File: config.mk
export PLATFORM = sky130hd
export DESIGN_NAME = kore_fetch_ctl
export DESIGN_NICKNAME = d
export VERILOG_FILES = /design/src/rtl/kore_fetch_ctl.sv
export SDC_FILE = /design/constraint.sdc
export NUM_CORES = 1
export LEC_CHECK = 0
export ABC_AREA = 0
export CORE_UTILIZATION = 40
export DETAILED_ROUTE_END_ITERATION = 6
export PLACE_DENSITY = 0.75
export RECOVER_POWER = 100
export REMOVE_ABC_BUFFERS = 1
export SLEW_MARGIN = 20
export SYNTH_ARGS = -nofsm -noshare
export SYNTH_HDL_FRONTEND = slang
export SYNTH_SLANG_ARGS = --single-unit
export TNS_END_PERCENT = 1
File: constraint.sdc
create_clock -name clk -period 1.69 [get_ports clk]
set_input_delay 0.169 -clock clk [delete_from_list [all_inputs] [get_ports clk]]
set_output_delay 0.169 -clock clk [all_outputs]
set_load 0.01 [all_outputs]
File: src/rtl/kore_fetch_ctl.sv
// Instruction-fetch sequencer for the kore core: owns the PC, keeps at most one
// memory read in flight, and hands each fetched word to the opcode FSM.
module kore_fetch_ctl #(
  parameter int unsigned     PC_W     = 32,
  parameter logic [PC_W-1:0] RESET_PC = '0,
  parameter int unsigned     PC_STEP  = 4,
  parameter int unsigned     CNT_W    = 16
) (
  input  logic             clk,
  input  logic             rst_n,
  input  logic             halt,
  output logic             imem_req,
  output logic [PC_W-1:0]  imem_addr,
  input  logic             imem_gnt,
  input  logic             imem_rvalid,
  input  logic [31:0]      imem_rdata,
  output logic             ir_valid,
  output logic [31:0]      ir_code,
  output logic [PC_W-1:0]  ir_pc,
  input  logic             ir_ready,
  input  logic             br_valid,
  input  logic [PC_W-1:0]  br_target,
  output logic             busy,
  output logic [CNT_W-1:0] fetch_cnt
);

  typedef enum logic [2:0] {IDLE, REQ, WAIT, HOLD, FLUSH} state_t;

  localparam logic [PC_W-1:0] STEP = PC_W'(PC_STEP);

  state_t           state, state_nxt, resume;
  logic [PC_W-1:0]  pc, pc_nxt, ir_pc_nxt;
  logic [31:0]      ir_code_nxt;
  logic             ir_valid_nxt;
  logic [CNT_W-1:0] cnt_nxt;

  // halt is only honoured at the points where the sequencer would start a new fetch
  assign resume    = halt ? IDLE : REQ;
  assign imem_req  = (state == REQ);
  assign imem_addr = pc;
  assign busy      = (state != IDLE);

  always_comb begin
    state_nxt    = state;
    pc_nxt       = pc;
    ir_valid_nxt = ir_valid;
    ir_code_nxt  = ir_code;
    ir_pc_nxt    = ir_pc;
    cnt_nxt      = fetch_cnt;
    case (state)
      IDLE: begin
        if (br_valid) pc_nxt = br_target;
        if (!halt)    state_nxt = REQ;
      end
      REQ: begin
        if (br_valid) pc_nxt = br_target;
        // a redirect coinciding with the grant leaves a stale response to drain
        if (imem_gnt) state_nxt = br_valid ? FLUSH : WAIT;
      end
      WAIT: begin
        if (br_valid) begin
          pc_nxt    = br_target;
          state_nxt = imem_rvalid ? resume : FLUSH;
        end else if (imem_rvalid) begin
          ir_code_nxt  = imem_rdata;
          ir_pc_nxt    = pc;
          pc_nxt       = pc + STEP;
          ir_valid_nxt = 1'b1;
          state_nxt    = HOLD;
        end
      end
      FLUSH: begin
        if (br_valid)    pc_nxt = br_target;
        if (imem_rvalid) state_nxt = resume;
      end
      HOLD: begin
        // a branch kills the held instruction, so it is not counted as handed off
        if (br_valid) begin
          ir_valid_nxt = 1'b0;
          pc_nxt       = br_target;
          state_nxt    = resume;
        end else if (ir_ready) begin
          ir_valid_nxt = 1'b0;
          cnt_nxt      = fetch_cnt + CNT_W'(1);
          state_nxt    = resume;
        end
      end
      default: state_nxt = IDLE;
    endcase
  end

  always_ff @(posedge clk or negedge rst_n) begin
    if (!rst_n) begin
      state     <= IDLE;
      pc        <= RESET_PC;
      ir_valid  <= 1'b0;
      ir_code   <= '0;
      ir_pc     <= '0;
      fetch_cnt <= '0;
    end else begin
      state     <= state_nxt;
      pc        <= pc_nxt;
      ir_valid  <= ir_valid_nxt;
      ir_code   <= ir_code_nxt;
      ir_pc     <= ir_pc_nxt;
      fetch_cnt <= cnt_nxt;
    end
  end

endmodule

==> Word-level counts from Yosys, hierarchy flattened <==
Cells that the tools add are included.
{ "word_totals": {"wordCells": 51, "in_bits": 71, "output_inout_bits": 115, "register_bits": 116} }
{ "classes": {"n_eq_ne": 12, "add_sub_neg": 2, "n_mux": 20, "bitwise": 1, "reduce_logical": 10} }
{ "ops": {"columns": ["cell", "count"], "rows": [
  ["32-bit 2-to-1 mux", 3],
  ["32-bit case mux with 2 select lines", 1],
  ["32-bit by 3-bit adder with 32-bit output (second input constant)", 1],
  ["3-bit 2-to-1 mux", 9],
  ["16-bit by 1-bit adder with 16-bit output (second input constant)", 1],
  ["3-bit case mux with 5 select lines", 1],
  ["3-bit AND reduction", 3],
  ["2-bit inequality test (second input constant)", 4],
  ["3-bit by 2-bit == test with 1-bit output (second input constant)", 2],
  ["3-bit inequality test (second input constant)", 2],
  ["1-bit 2-to-1 mux", 5],
  ["5-bit AND reduction", 1],
  ["2-bit by 1-bit inequality test with 1-bit output (second input constant)", 2],
  ["4-bit AND reduction", 1],
  ["2-bit nonzero test", 2],
  ["4-bit OR reduction", 1],
  ["3-bit by 1-bit == test with 1-bit output (second input constant)", 1],
  ["3-bit == test (second input constant)", 1],
  ["3-bit zero test", 1],
  ["3-bit nonzero test", 1],
  ["1-bit case mux with 2 select lines", 1],
  ["1-bit NOT", 1]
]} }

==> Logic depth before layout (Yosys ltp) <==
{ "depth": {"depth_word": 4, "ltp_mapped": 9, "depth_no_buf": 6} }

==> Least setup slack after synthesis <==
No wires, ideal clock.
{ "synth_timing": {"path_kind": "register to register", "from": "register pc[2] (netlist: imem_addr[2])", "to": "register pc[30] (netlist: imem_addr[30])", "path_slack_ns": -0.156, "arrival_time_ns": 1.756, "setup_time_ns": 0.090, "path_stages_with_launch": 8, "required_ns": 1.600, "path_buffers": 1, "period_less_slack_ns": 1.846, "cell_sequence": "dfrtp_1 > ha_1 > and2_0 > and4_1 > buf_6 > nand4_4 > or4_1 > o2111ai_1"} }
{ "synth_via": {"elab_chain_cells": 4} }
{ "synth_rtl": {"columns": ["element", "line", "source"], "rows": [
  ["start: declaration", "32", "logic [PC_W-1:0] pc, pc_nxt, ir_pc_nxt;"],
  ["start signal: assignment", "102", "pc <= pc_nxt;"],
  ["32-bit by 3-bit adder with 32-bit output", "67", "pc_nxt = pc + STEP;"],
  ["32-bit 2-to-1 mux", "64", "end else if (imem_rvalid) begin"],
  ["32-bit 2-to-1 mux", "61", "if (br_valid) begin"],
  ["32-bit case mux with 2 select lines", "50", "case (state)"]
]} }
No other way between the ends. The select of a mux whose other input is x is not followed.
A chain may end at the register's enable or synchronous reset.

==> Final worst setup path <==
{ "layout_timing": {"from": "register state[0]", "to": "register pc[18] (netlist: imem_addr[18])"} }
{ "layout_via": {"elab_chain_cells": 4, "word_cells_on_any_way": 11, "cone_classes": "6 x eq/ne; 1 x mux; 4 x reduce/logical"} }
{ "layout_rtl": {"columns": ["element", "line", "source"], "rows": [
  ["start: declaration", "31", "state_t state, state_nxt, resume;"],
  ["start signal: assignment", "101", "state <= state_nxt;"],
  ["3-bit by 1-bit == test with 1-bit output (tied with other cells)", "50", null],
  ["4-bit OR reduction (no line)", null, null],
  ["2-bit by 1-bit inequality test with 1-bit output (no line) / 2-bit nonzero test (equally long branches)", null, null],
  ["3-bit AND reduction (no line)", null, null]
]} }
Several ways; a longest one is shown, not always the timed one.

==> results.cfg <==
[floorplanning]
io_pins = 186
die_area_mm2 = 0.0142
row_count = 42
dieHeight_um = 119
core_area_mm2 = 0.0133
fp.dieW_um = 119
start_util = 0.412

[routing]
wire_per_inst_um = 15.6
drt_first_pass_iters = 5
antenna_left = 0
drc = 0
route.vias.total = 5595
vias_per_cell = 5.26
routed_wl_um = 16600
drt-initial-drc-count = 352

[finish]
num_antenna_cells = 0
areaGrowthSynthToFinish_pct = 61.1
post-route-util = 0.664
register_area_mm2 = 0.00291
final_nets = 949
drive_gt1_frac = 0.183
fill_cells = 1064
multi_input_area_mm2 = 0.00252

[worst_setup_path]
critical_path.max_fanout = 6
crit_type = reg2reg
worstPathRequired_ps = 2020
cpMaxStageDelayCell = a221oi_4
critPathCaptureType = flop
cp_cell_sequence = buf_6 -> and2b_2 -> a221oi_4 -> nor2_4 -> buf_12 -> a41o_1 -> nor3_1
cp_slowest_stage_delay_ps = 410
start_kind = flop
crit_arrival_ps = 2160

[placement]
pre_cts_slack_ps = -271
dp_hpwl_um = 11700
place_congestion = 0.843
io_buffers = 185

[global_routing]
antenna_found_initial = 0
track_usage = 0.237
grt_max_degree = 39
grt_pass1_vias = 5339
grt-ovfl-total = 0
grt_pass1_wl_um = 26600

[timing]
finalHoldViolations = 0
max_slew_margin = 0.613
fmax_mhz = 546
fin_worst_skew_ps = 8.25
tightest_slew_ps = 580
rsz0062_at_grt = true
period_needed_ps = 1830
setup_slack_ps = -142
period_share = 1.08
final-setup-viol-count = 90
drv_slew = 0

[cts]
cts_buffers = 17
path_clk_slew_ps = 50
root_buffer = clkbuf_16
cts_tree = done
cts.sinks = 116
cts_max_level = 4
insertion_delay_ps = 410
clockBufferDepth = 2

[yosys]
netlist_area_mm2 = 0.00550
yosysTopAreaCell = dfrtp_1
synth_warnings = 0
avgSynthCellArea_um2 = 8.87
synth-seq-cells = 116
synthTopCellsByArea = dfrtp_1 (53%), nand2_1 (15%), a21oi_1 (2.5%)
synth_cell_types = 56
synth-edff-count = 0
synth-main-ff-cell = dfrtp_1
ys_seq_area_frac = 0.528
async_reset_ff_frac = 1.00
synthCells = 620
synth_top_area_frac = 0.528

[power_and_ir_drop]
power_frac_seq = 0.310
power.share.combinational = 0.478
p_leak_nw = 4.05
switching_share = 0.353
p_int_mw = 9.75
power_density_mw_per_mm2 = 1700
switching_power_mw = 5.33
ir_worst_vdd_uv = 1050
clkPwrFrac = 0.212

[run_status]
outcome = complete, but fails checks
violations = setup timing

[worst_hold_path]
hp-class = in2async

[job]
drv_cap = 0
## cell usage after synthesis (all sizes together), types with 5 or more instances
cell type and n:
and4 9, a311oi 7, nor2 27, nor3 17, nand2 218, nand3 21
clkbuf 18, xnor2 13, o21ai 25, nand4 6, a21oi 27, o22ai 5
dfrtp 116, or3 8, a211oi 6, buf 24, and3 12
## critical path: cells and delay by family, from the launching register on
| family | cells | cell delay (ps) |
|---|---|---|
| AO/OA/AOI/OAI | 2 | 610 |
| AND/OR/NAND/NOR | 3 | 500 |
| buffers and inverters | 2 | 270 |
| flip-flops | 1 | 350 |
## registers in the layout (all words and copies together), names as in the netlist
register   count
ir_code       32
ir_pc         32
ir_valid       1
state          3
fetch_cnt     16
imem_addr     32
## area by class of cell
class	instances	area share
tap	176	0.0249
timing repair buffer	279	0.301
multi-input combinational	458	0.285
inverter	4	0.00169
clock buffer	25	0.0570
sequential	116	0.328
clock inverter	5	0.00282
## logic make-up after synthesis
kind of cell               after synthesis  share of synthesized area
buffers and inverters                   46                     0.0407
xor gates and xnor gates                15                     0.0239
DFF                                    116                      0.528
adders and majority gates                2                    0.00455
muxes                                    3                    0.00614
and+or+nand+nor                        334                      0.270
AOI/OAI and AO/OA                      104                      0.126
## path summary, 6_finish.rpt
kind	endpoint	cells after the start	slack, ps	start
max	imem_addr[18]$_DFFE_PN0P_	7	-140	state[0]$_DFFE_PN0P_
min	ir_pc[28]$_DFFE_PN0P_	2	290	rst_n
max reg2reg	imem_addr[18]$_DFFE_PN0P_	7	-140	state[0]$_DFFE_PN0P_
min reg2reg	ir_pc[20]$_DFFE_PN0P_	2	470	ir_pc[20]$_DFFE_PN0P_
max in group asynchronous	imem_addr[18]$_DFFE_PN0P_	3	380	rst_n
min in group clk	ir_code[26]$_DFFE_PN0P_	3	290	imem_rdata[26]
## layer usage
metal	track usage	routed length [µm]	up-vias	share of wire
met5	0	0	-	0
met4	0.105	386	0	0.023
met3	0.0603	1110	39	0.067
met2	0.384	8130	238	0.49
met1	0.296	6930	2678	0.42
li1	-	-	2640	-
## cells in the final DEF, fill, tap and decap left out, drive strengths merged, types with 6 or more instances in the layout
cell type,netlist,routed
nand3,21,21
nand2,218,218
clkdlybuf4s50,0,171
a311oi,7,7
a211oi,6,6
dfrtp,116,116
nand4,6,6
and4,9,9
nor2,27,27
a21oi,27,27
xnor2,13,13
o21ai,25,25
nor3,17,17
or3,8,8
buf,24,87
clkbuf,18,34
and3,12,12
## metrics by stage
stage	cell area (µm²)	setup TNS [ps]	instances	total power, mW	hold slack [ps]
6_report	8860	-5620	1063	15.1	287
5_1_grt	8860	-13720	1063	16.0	284
4_1_cts	8750	-3360	1058	15.0	195
3_5_place_dp	8060	-16290	1021	11.5	91.7
3_3_place_gp	8060	-13090	1021	11.3	92.2
2_1_floorplan	5290	-185640	578	7.31	-127
## power groups by stage
stage	logic (mW)	clock network (mW)	registers (mW)
after floorplan	1.91	0	5.40
after CTS	7.01	3.28	4.66
final	7.20	3.20	4.68
after global routing	7.80	3.40	4.82
after global placement	6.70	0	4.61
after detailed placement	6.86	0	4.68
## what timing repair did
| item | CTS | global route |
|---|---|---|
| resized for setup | 37 | 46 |
| hold buffers | 1 | 0 |
| endpoints found under the hold margin | 63 | 0 |
| pin swaps | 8 | 11 |
| buffers inserted | 6 | 4 |
| setup endpoints to repair | 89 | 106 |
| gates cloned | 0 | 1 |
(Power assumes the default switching activity.)
